File: config.mk
export PLATFORM = sky130hd
export DESIGN_NAME = msg_pagealign_pipe
export DESIGN_NICKNAME = d
export VERILOG_FILES = /design/src/rtl/msg_pagealign_pipe_pkg.sv /design/src/rtl/msg_pagealign_pipe_circ_rotator.sv /design/src/rtl/msg_pagealign_pipe.sv
export SDC_FILE = /design/constraint.sdc
export NUM_CORES = 1
export LEC_CHECK = 0
export CAP_MARGIN = 40
export CORE_ASPECT_RATIO = 1.2
export CORE_MARGIN = 4
export CORE_UTILIZATION = 40
export DETAILED_ROUTE_END_ITERATION = 16
export GPL_TIMING_DRIVEN = 0
export PLACE_DENSITY = 0.61
export SLEW_MARGIN = 5
export SYNTH_ARGS = -nofsm -noshare
export SYNTH_HDL_FRONTEND = slang
export SYNTH_SLANG_ARGS = --single-unit
File: constraint.sdc
create_clock -name sys_clk -period 2.8 [get_ports sys_clk]
set_clock_uncertainty 0.1 [all_clocks]
set_input_delay 0.56 -clock sys_clk [delete_from_list [all_inputs] [get_ports sys_clk]]
set_output_delay 0.56 -clock sys_clk [all_outputs]
set_load 0.01 [all_outputs]
File: src/rtl/msg_pagealign_pipe_pkg.sv
// Shared definitions for the page-alignment pipeline: mode encoding,
// shift-width derivation and lane slicing helper.
package msg_pagealign_pipe_pkg;

    localparam logic MODE_BYPASS = 1'b0;
    localparam logic MODE_ACC    = 1'b1;

    function automatic int unsigned shift_w_of(input int unsigned lanes);
        return (lanes > 1) ? $clog2(lanes) : 1;
    endfunction

    function automatic int unsigned lane_lsb(input int unsigned lane, input int unsigned qsize);
        return lane * qsize;
    endfunction

endpackage

File: src/rtl/msg_pagealign_pipe_circ_rotator.sv
// Combinational circular lane rotator: out lane j = in lane (j + shift) mod LANES,
// built as log2 mux stages each rotating by a power of two.
module msg_pagealign_pipe_circ_rotator
    import msg_pagealign_pipe_pkg::*;
#(
    parameter int unsigned LANES = 5,
    parameter int unsigned QSIZE = 4,
    parameter int unsigned SW    = shift_w_of(LANES)
) (
    input  logic [LANES*QSIZE-1:0] i_data,
    input  logic [SW-1:0]          i_shift,
    output logic [LANES*QSIZE-1:0] o_data_c
);

    localparam int unsigned W = LANES * QSIZE;

    // Stage b rotates by 2^b lanes when shift bit b is set; stages compose additively.
    always_comb begin
        logic [W-1:0] w_cur;
        logic [W-1:0] w_prev;
        w_cur  = i_data;
        w_prev = i_data;
        for (int b = 0; b < int'(SW); b++) begin
            w_prev = w_cur;
            if (i_shift[b]) begin
                for (int j = 0; j < int'(LANES); j++) begin
                    w_cur[lane_lsb(j, QSIZE) +: QSIZE] =
                        w_prev[lane_lsb((j + (1 << b)) % LANES, QSIZE) +: QSIZE];
                end
            end
        end
        o_data_c = w_cur;
    end

endmodule

File: src/rtl/msg_pagealign_pipe.sv
// Two-stage page-alignment pipeline: S1 rotates each beat, S2 merges rotated
// lanes into a page buffer (accumulate) or forwards the beat as a page (bypass).
module msg_pagealign_pipe
    import msg_pagealign_pipe_pkg::*;
#(
    parameter int unsigned SHIFT_LENGTH = 5,
    parameter int unsigned QUAN_SIZE    = 4,
    parameter int unsigned L2PA_ENABLE  = 1,
    parameter int unsigned SHIFT_W      = shift_w_of(SHIFT_LENGTH)
) (
    input  logic                              sys_clk,
    input  logic                              rst,
    input  logic                              in_valid_i,
    output logic                              in_ready_o,
    input  logic [SHIFT_LENGTH*QUAN_SIZE-1:0] in_msg_i,
    input  logic [SHIFT_W-1:0]                shift_factor_i,
    input  logic [SHIFT_LENGTH-1:0]           load_mask_i,
    input  logic                              is_msg_pass_i,
    input  logic                              last_i,
    output logic                              out_valid_o,
    input  logic                              out_ready_i,
    output logic [SHIFT_LENGTH*QUAN_SIZE-1:0] out_msg_o,
    output logic [SHIFT_LENGTH-1:0]           out_mask_o,
    output logic                              shift_err_o
);

    localparam int unsigned MSG_W = SHIFT_LENGTH * QUAN_SIZE;

    logic                    w_en;
    logic                    w_accept;
    logic                    w_shift_ok;
    logic                    w_s2_fire;
    logic [SHIFT_W-1:0]      w_shift_eff;
    logic [MSG_W-1:0]        w_rot;
    logic [MSG_W-1:0]        w_merged;
    logic [SHIFT_LENGTH-1:0] w_m;

    logic                    r_s1_valid;
    logic [MSG_W-1:0]        r_s1_data;
    logic [SHIFT_LENGTH-1:0] r_s1_mask;
    logic                    r_s1_mode;
    logic                    r_s1_last;
    logic [MSG_W-1:0]        r_buf;
    logic [SHIFT_LENGTH-1:0] r_acc_mask;

    // Whole pipeline advances unless a page is held against a stalled consumer.
    assign w_en        = !(out_valid_o && !out_ready_i);
    assign in_ready_o  = rst || w_en;
    assign w_accept    = in_valid_i && w_en;
    assign w_shift_ok  = 32'(shift_factor_i) < SHIFT_LENGTH;
    assign w_shift_eff = w_shift_ok ? shift_factor_i : '0;
    assign w_s2_fire   = w_en && r_s1_valid;
    assign w_m         = (L2PA_ENABLE != 0) ? r_s1_mask : '0;

    msg_pagealign_pipe_circ_rotator #(
        .LANES (SHIFT_LENGTH),
        .QSIZE (QUAN_SIZE),
        .SW    (SHIFT_W)
    ) u_rot (
        .i_data   (in_msg_i),
        .i_shift  (w_shift_eff),
        .o_data_c (w_rot)
    );

    // Page buffer with the current S2 beat overlaid on its masked lanes.
    always_comb begin
        w_merged = r_buf;
        for (int j = 0; j < int'(SHIFT_LENGTH); j++) begin
            if (w_m[j]) begin
                w_merged[lane_lsb(j, QUAN_SIZE) +: QUAN_SIZE] =
                    r_s1_data[lane_lsb(j, QUAN_SIZE) +: QUAN_SIZE];
            end
        end
    end

    always_ff @(posedge sys_clk) begin
        if (rst) begin
            r_s1_valid <= 1'b0;
            r_s1_data  <= '0;
            r_s1_mask  <= '0;
            r_s1_mode  <= MODE_BYPASS;
            r_s1_last  <= 1'b0;
        end else if (w_en) begin
            r_s1_valid <= in_valid_i;
            r_s1_data  <= w_rot;
            r_s1_mask  <= load_mask_i;
            r_s1_mode  <= is_msg_pass_i;
            r_s1_last  <= last_i;
        end
    end

    always_ff @(posedge sys_clk) begin
        if (rst) begin
            shift_err_o <= 1'b0;
        end else if (w_accept && !w_shift_ok) begin
            shift_err_o <= 1'b1;
        end
    end

    // A new emit in the same cycle as a consume overrides the valid clear.
    always_ff @(posedge sys_clk) begin
        if (rst) begin
            out_valid_o <= 1'b0;
            out_msg_o   <= '0;
            out_mask_o  <= '0;
            r_buf       <= '0;
            r_acc_mask  <= '0;
        end else begin
            if (out_valid_o && out_ready_i) begin
                out_valid_o <= 1'b0;
            end
            if (w_s2_fire) begin
                if (r_s1_mode == MODE_BYPASS) begin
                    out_msg_o   <= r_s1_data;
                    out_mask_o  <= '1;
                    out_valid_o <= 1'b1;
                end else if (r_s1_last) begin
                    out_msg_o   <= w_merged;
                    out_mask_o  <= r_acc_mask | w_m;
                    out_valid_o <= 1'b1;
                    r_buf       <= '0;
                    r_acc_mask  <= '0;
                end else begin
                    r_buf      <= w_merged;
                    r_acc_mask <= r_acc_mask | w_m;
                end
            end
        end
    end

endmodule
==> flow_metrics.env <==
export IMPL_cp_end_kind="output pin"
export IMPL_nFillCells=912
export IMPL_final_area_um2=5039
export IMPL_clock_root_buffer="clkbuf_16"
export IMPL_io_pins=62
export IMPL_final_common_cell="dfxtp_1"
export IMPL_synth_compound_area_share_pct=26.83
export IMPL_synthAdderAreaFrac_pct=0
export IMPL_finalCritPeriodShare_pct=94.89
export IMPL_crit_buf_inv=3
export IMPL_initial_utilization_pct=41.41
export IMPL_clkSinkCount=80
export IMPL_rsz0062_at_grt="false"
export IMPL_die_h_um=117.6
export IMPL_hold_class="reg2reg"
export IMPL_grt_max_degree=20
export IMPL_diodes=0
export IMPL_dpl_cell_area_um2=4736
export IMPL_cpMaxStageDelayCell="clkdlybuf4s50_1"
export IMPL_antenna_found_initial=0
export IMPL_postCtsSetupRepairBufs=0
export IMPL_nets=560
export IMPL_drive_gt1_share_pct=8.663
export IMPL_layout_common_cells="dfxtp_1, clkdlybuf4s50_1, nand2_1"
export IMPL_power_leakage_nw=1.717
export IMPL_cts_buffer_depth=2
export IMPL_cp_slowest_stage_delay_ns=0.50
export IMPL_crit_top_cell="clkdlybuf4s50_1"
export IMPL_synth_mux_area_share_pct=10.79
export IMPL_die_w_um=99.30
export IMPL_port_buffer_count=58
export IMPL_cp_cell_sequence="clkdlybuf4s50_1 -> nor2b_1 -> buf_6 -> nand2_1 -> clkdlybuf4s50_1"
export IMPL_layout_setup_ws_ns=0.1431
export IMPL_grt_pass1_vias=3775
export IMPL_ant_nets=0
export IMPL_worstPathRequired_ns=2.14
export IMPL_core_um2=9662
export IMPL_slew_limit_headroom_pct=55.50
export IMPL_h_tree_depth=3
export IMPL_clkSlewWorstSetupHoldPaths_ns=0.06
export IMPL_synth_main_ff_cell="dfxtp_1"
export IMPL_grt_overflow_total=0
export IMPL_die_area_um2=11670
export IMPL_synthesis_area_um2=4001
export IMPL_maxCapViolCount=0
export IMPL_via_count=3806
export IMPL_gp_congestion=0.9371
export IMPL_syn_inst=458
export IMPL_worst_ep_arrival_time_ns=2.00
export IMPL_cts_buffers=9
export IMPL_utilization_pct=52.15
export IMPL_synthArstFlopShare_pct=0
export IMPL_syn_area_per_cell_um2=8.737
export IMPL_preCtsSetupSlack_ns=-0.5823
export IMPL_yosys_cell_types_count=44
export IMPL_avgViaCountPerCell=5.820
export IMPL_synth_top_family_by_area="compound AO/OA/AOI/OAI gates"
export IMPL_drc=0
export IMPL_track_usage_pct=21.29
export IMPL_startpoint_type="primary input"
export IMPL_dr_first_iter_drc_count=252
export IMPL_crit_type="in2out"
export IMPL_final_max_slew_violation_count=0
export IMPL_path_max_fanout=19
export IMPL_critPathTopFamily="buffers and inverters"
export IMPL_ir_drop_mv=0.3192
export IMPL_ys_seq_elements=80
export IMPL_wl_per_cell_um=18.54
export IMPL_insertion_delay_ns=0.34
export IMPL_grt_pass1_wl_um=19730
export IMPL_hold_buffers=0
export IMPL_row_count=39
export IMPL_status="finished, final reports clean"
export IMPL_tightest_slew_ns=0.6663
export IMPL_setup_violations=0
export IMPL_dpl_hpwl_um=9117
export IMPL_wirelength_um=12130
export IMPL_timing_fmax_mhz=376.4
export IMPL_finalHoldViolations=0
export IMPL_p_per_area_nw_per_um2=580.0
export IMPL_synth_xor_xnor_area_share_pct=0
export IMPL_final_period_minus_worst_setup_slack_ns=2.657
export IMPL_dr_pass1_iters=5
export IMPL_synth_warnings=0
export IMPL_syn_num_nets=492
export IMPL_synth_simple_area_share_pct=15.23
export IMPL_p_total_mw=2.922
export IMPL_synth_seq_area_share_pct=40.03
export IMPL_synth_edf_count=0
export IMPL_area_growth_pct=25.92
export IMPL_cts_tree="built"
-- flip-flops by register name, indices dropped and copies added (netlist names) --
register     count
r_s1_mask        5
r_s1_data       20
r_s1_last        1
r_buf           20
out_msg_o       20
out_valid_o      1
out_mask_o       5
r_acc_mask       5
shift_err_o      1
r_s1_valid       1
r_s1_mode        1
-- cells in the mapped netlist, types with 3 or more instances --
cell type / number / share of area (%)
mux2_1: 7 / 2.0
nand4b_1: 4 / 0.88
o22ai_1: 14 / 2.2
o221ai_1: 7 / 1.5
a22oi_1: 4 / 0.75
o21a_1: 4 / 0.75
nand2_1: 48 / 4.5
nor3_1: 18 / 2.3
nor2_1: 35 / 3.3
a31oi_1: 3 / 0.47
a311oi_1: 3 / 0.66
a221oi_2: 4 / 1.5
nand2b_1: 4 / 0.63
a211oi_1: 31 / 5.8
nand3_1: 3 / 0.38
clkbuf_1: 24 / 2.3
mux2i_1: 33 / 8.3
buf_1: 8 / 0.75
o22a_1: 16 / 3.5
a221oi_1: 4 / 0.88
o32ai_1: 20 / 4.4
o21ai_0: 9 / 1.1
a21oi_1: 14 / 1.8
dfxtp_1: 80 / 40
inv_1: 17 / 1.6
buf_2: 12 / 1.5
nor2b_1: 10 / 1.6
-- through the flow --
stage	hold slack (ns)	TNS, ns	std cells
floorplan	0.3497	0	458
global placement	0.3633	-0.5565	639
detailed placement	0.3714	-0.5823	639
CTS	0.3799	0	654
global route	0.3993	0	654
finish	0.3801	0	654
-- report_power, final --
group	total (mW)	leakage, nW	internal, mW	switching, mW
sequential	1.27	0.657	1.21	0.0590
combinational	0.488	0.915	0.226	0.262
clock	1.17	0.145	0.713	0.454
total	2.92	1.72	2.15	0.775
-- cells by family after synthesis --
family,Yosys count
muxes,42
and+or+nand+nor,131
AOI/OAI and AO/OA,139
buffers and inverters,66
DFF,80
-- final timing paths --
kind	slack (ns)	depth (start not counted)	startpoint	to
worst max-delay path	0.14	5	out_ready_i	in_ready_o
worst min register to register	0.38	2	r_buf[19]$_SDFFE_PP0P_	r_buf[19]$_SDFFE_PP0P_
worst max register to register	0.89	5	r_s1_last$_SDFFE_PP0N_	out_msg_o[16]$_SDFFE_PP0P_
worst min-delay path	0.38	2	r_buf[19]$_SDFFE_PP0P_	r_buf[19]$_SDFFE_PP0P_
-- layer usage --
layer  wire length, um  GRT usage [%]  vias to the layer above
met5                 0              0                        -
met4               276          7.942                        0
met3               820          3.912                       23
met2              5936          36.47                      147
met1              5095          26.26                     1795
li1                  -              -                     1841
-- final cells by class --
class / count / area (um2) / share of cell area, %
flip-flops and latches: 80 / 1602 / 31.79
plain buffers: 47 / 221.5 / 4.395
well taps: 123 / 153.9 / 3.054
multi-input cells: 312 / 2115 / 41.97
repair buffers: 58 / 580.6 / 11.52
inverters: 18 / 67.56 / 1.341
clock buffers: 11 / 242.7 / 4.817
clock inverters: 5 / 56.30 / 1.117
-- worst min-delay path, stage by stage (launching register included) --
cell and delay [ns]:
dfxtp_1 0.31, o21ai_1 0.07, a21oi_1 0.06
-- timing repair --
action	CTS	global route
endpoints found under the setup margin	1	1
gates resized for setup	2	1
pin swaps	0	0
Power figures use the tool's default switching activity.
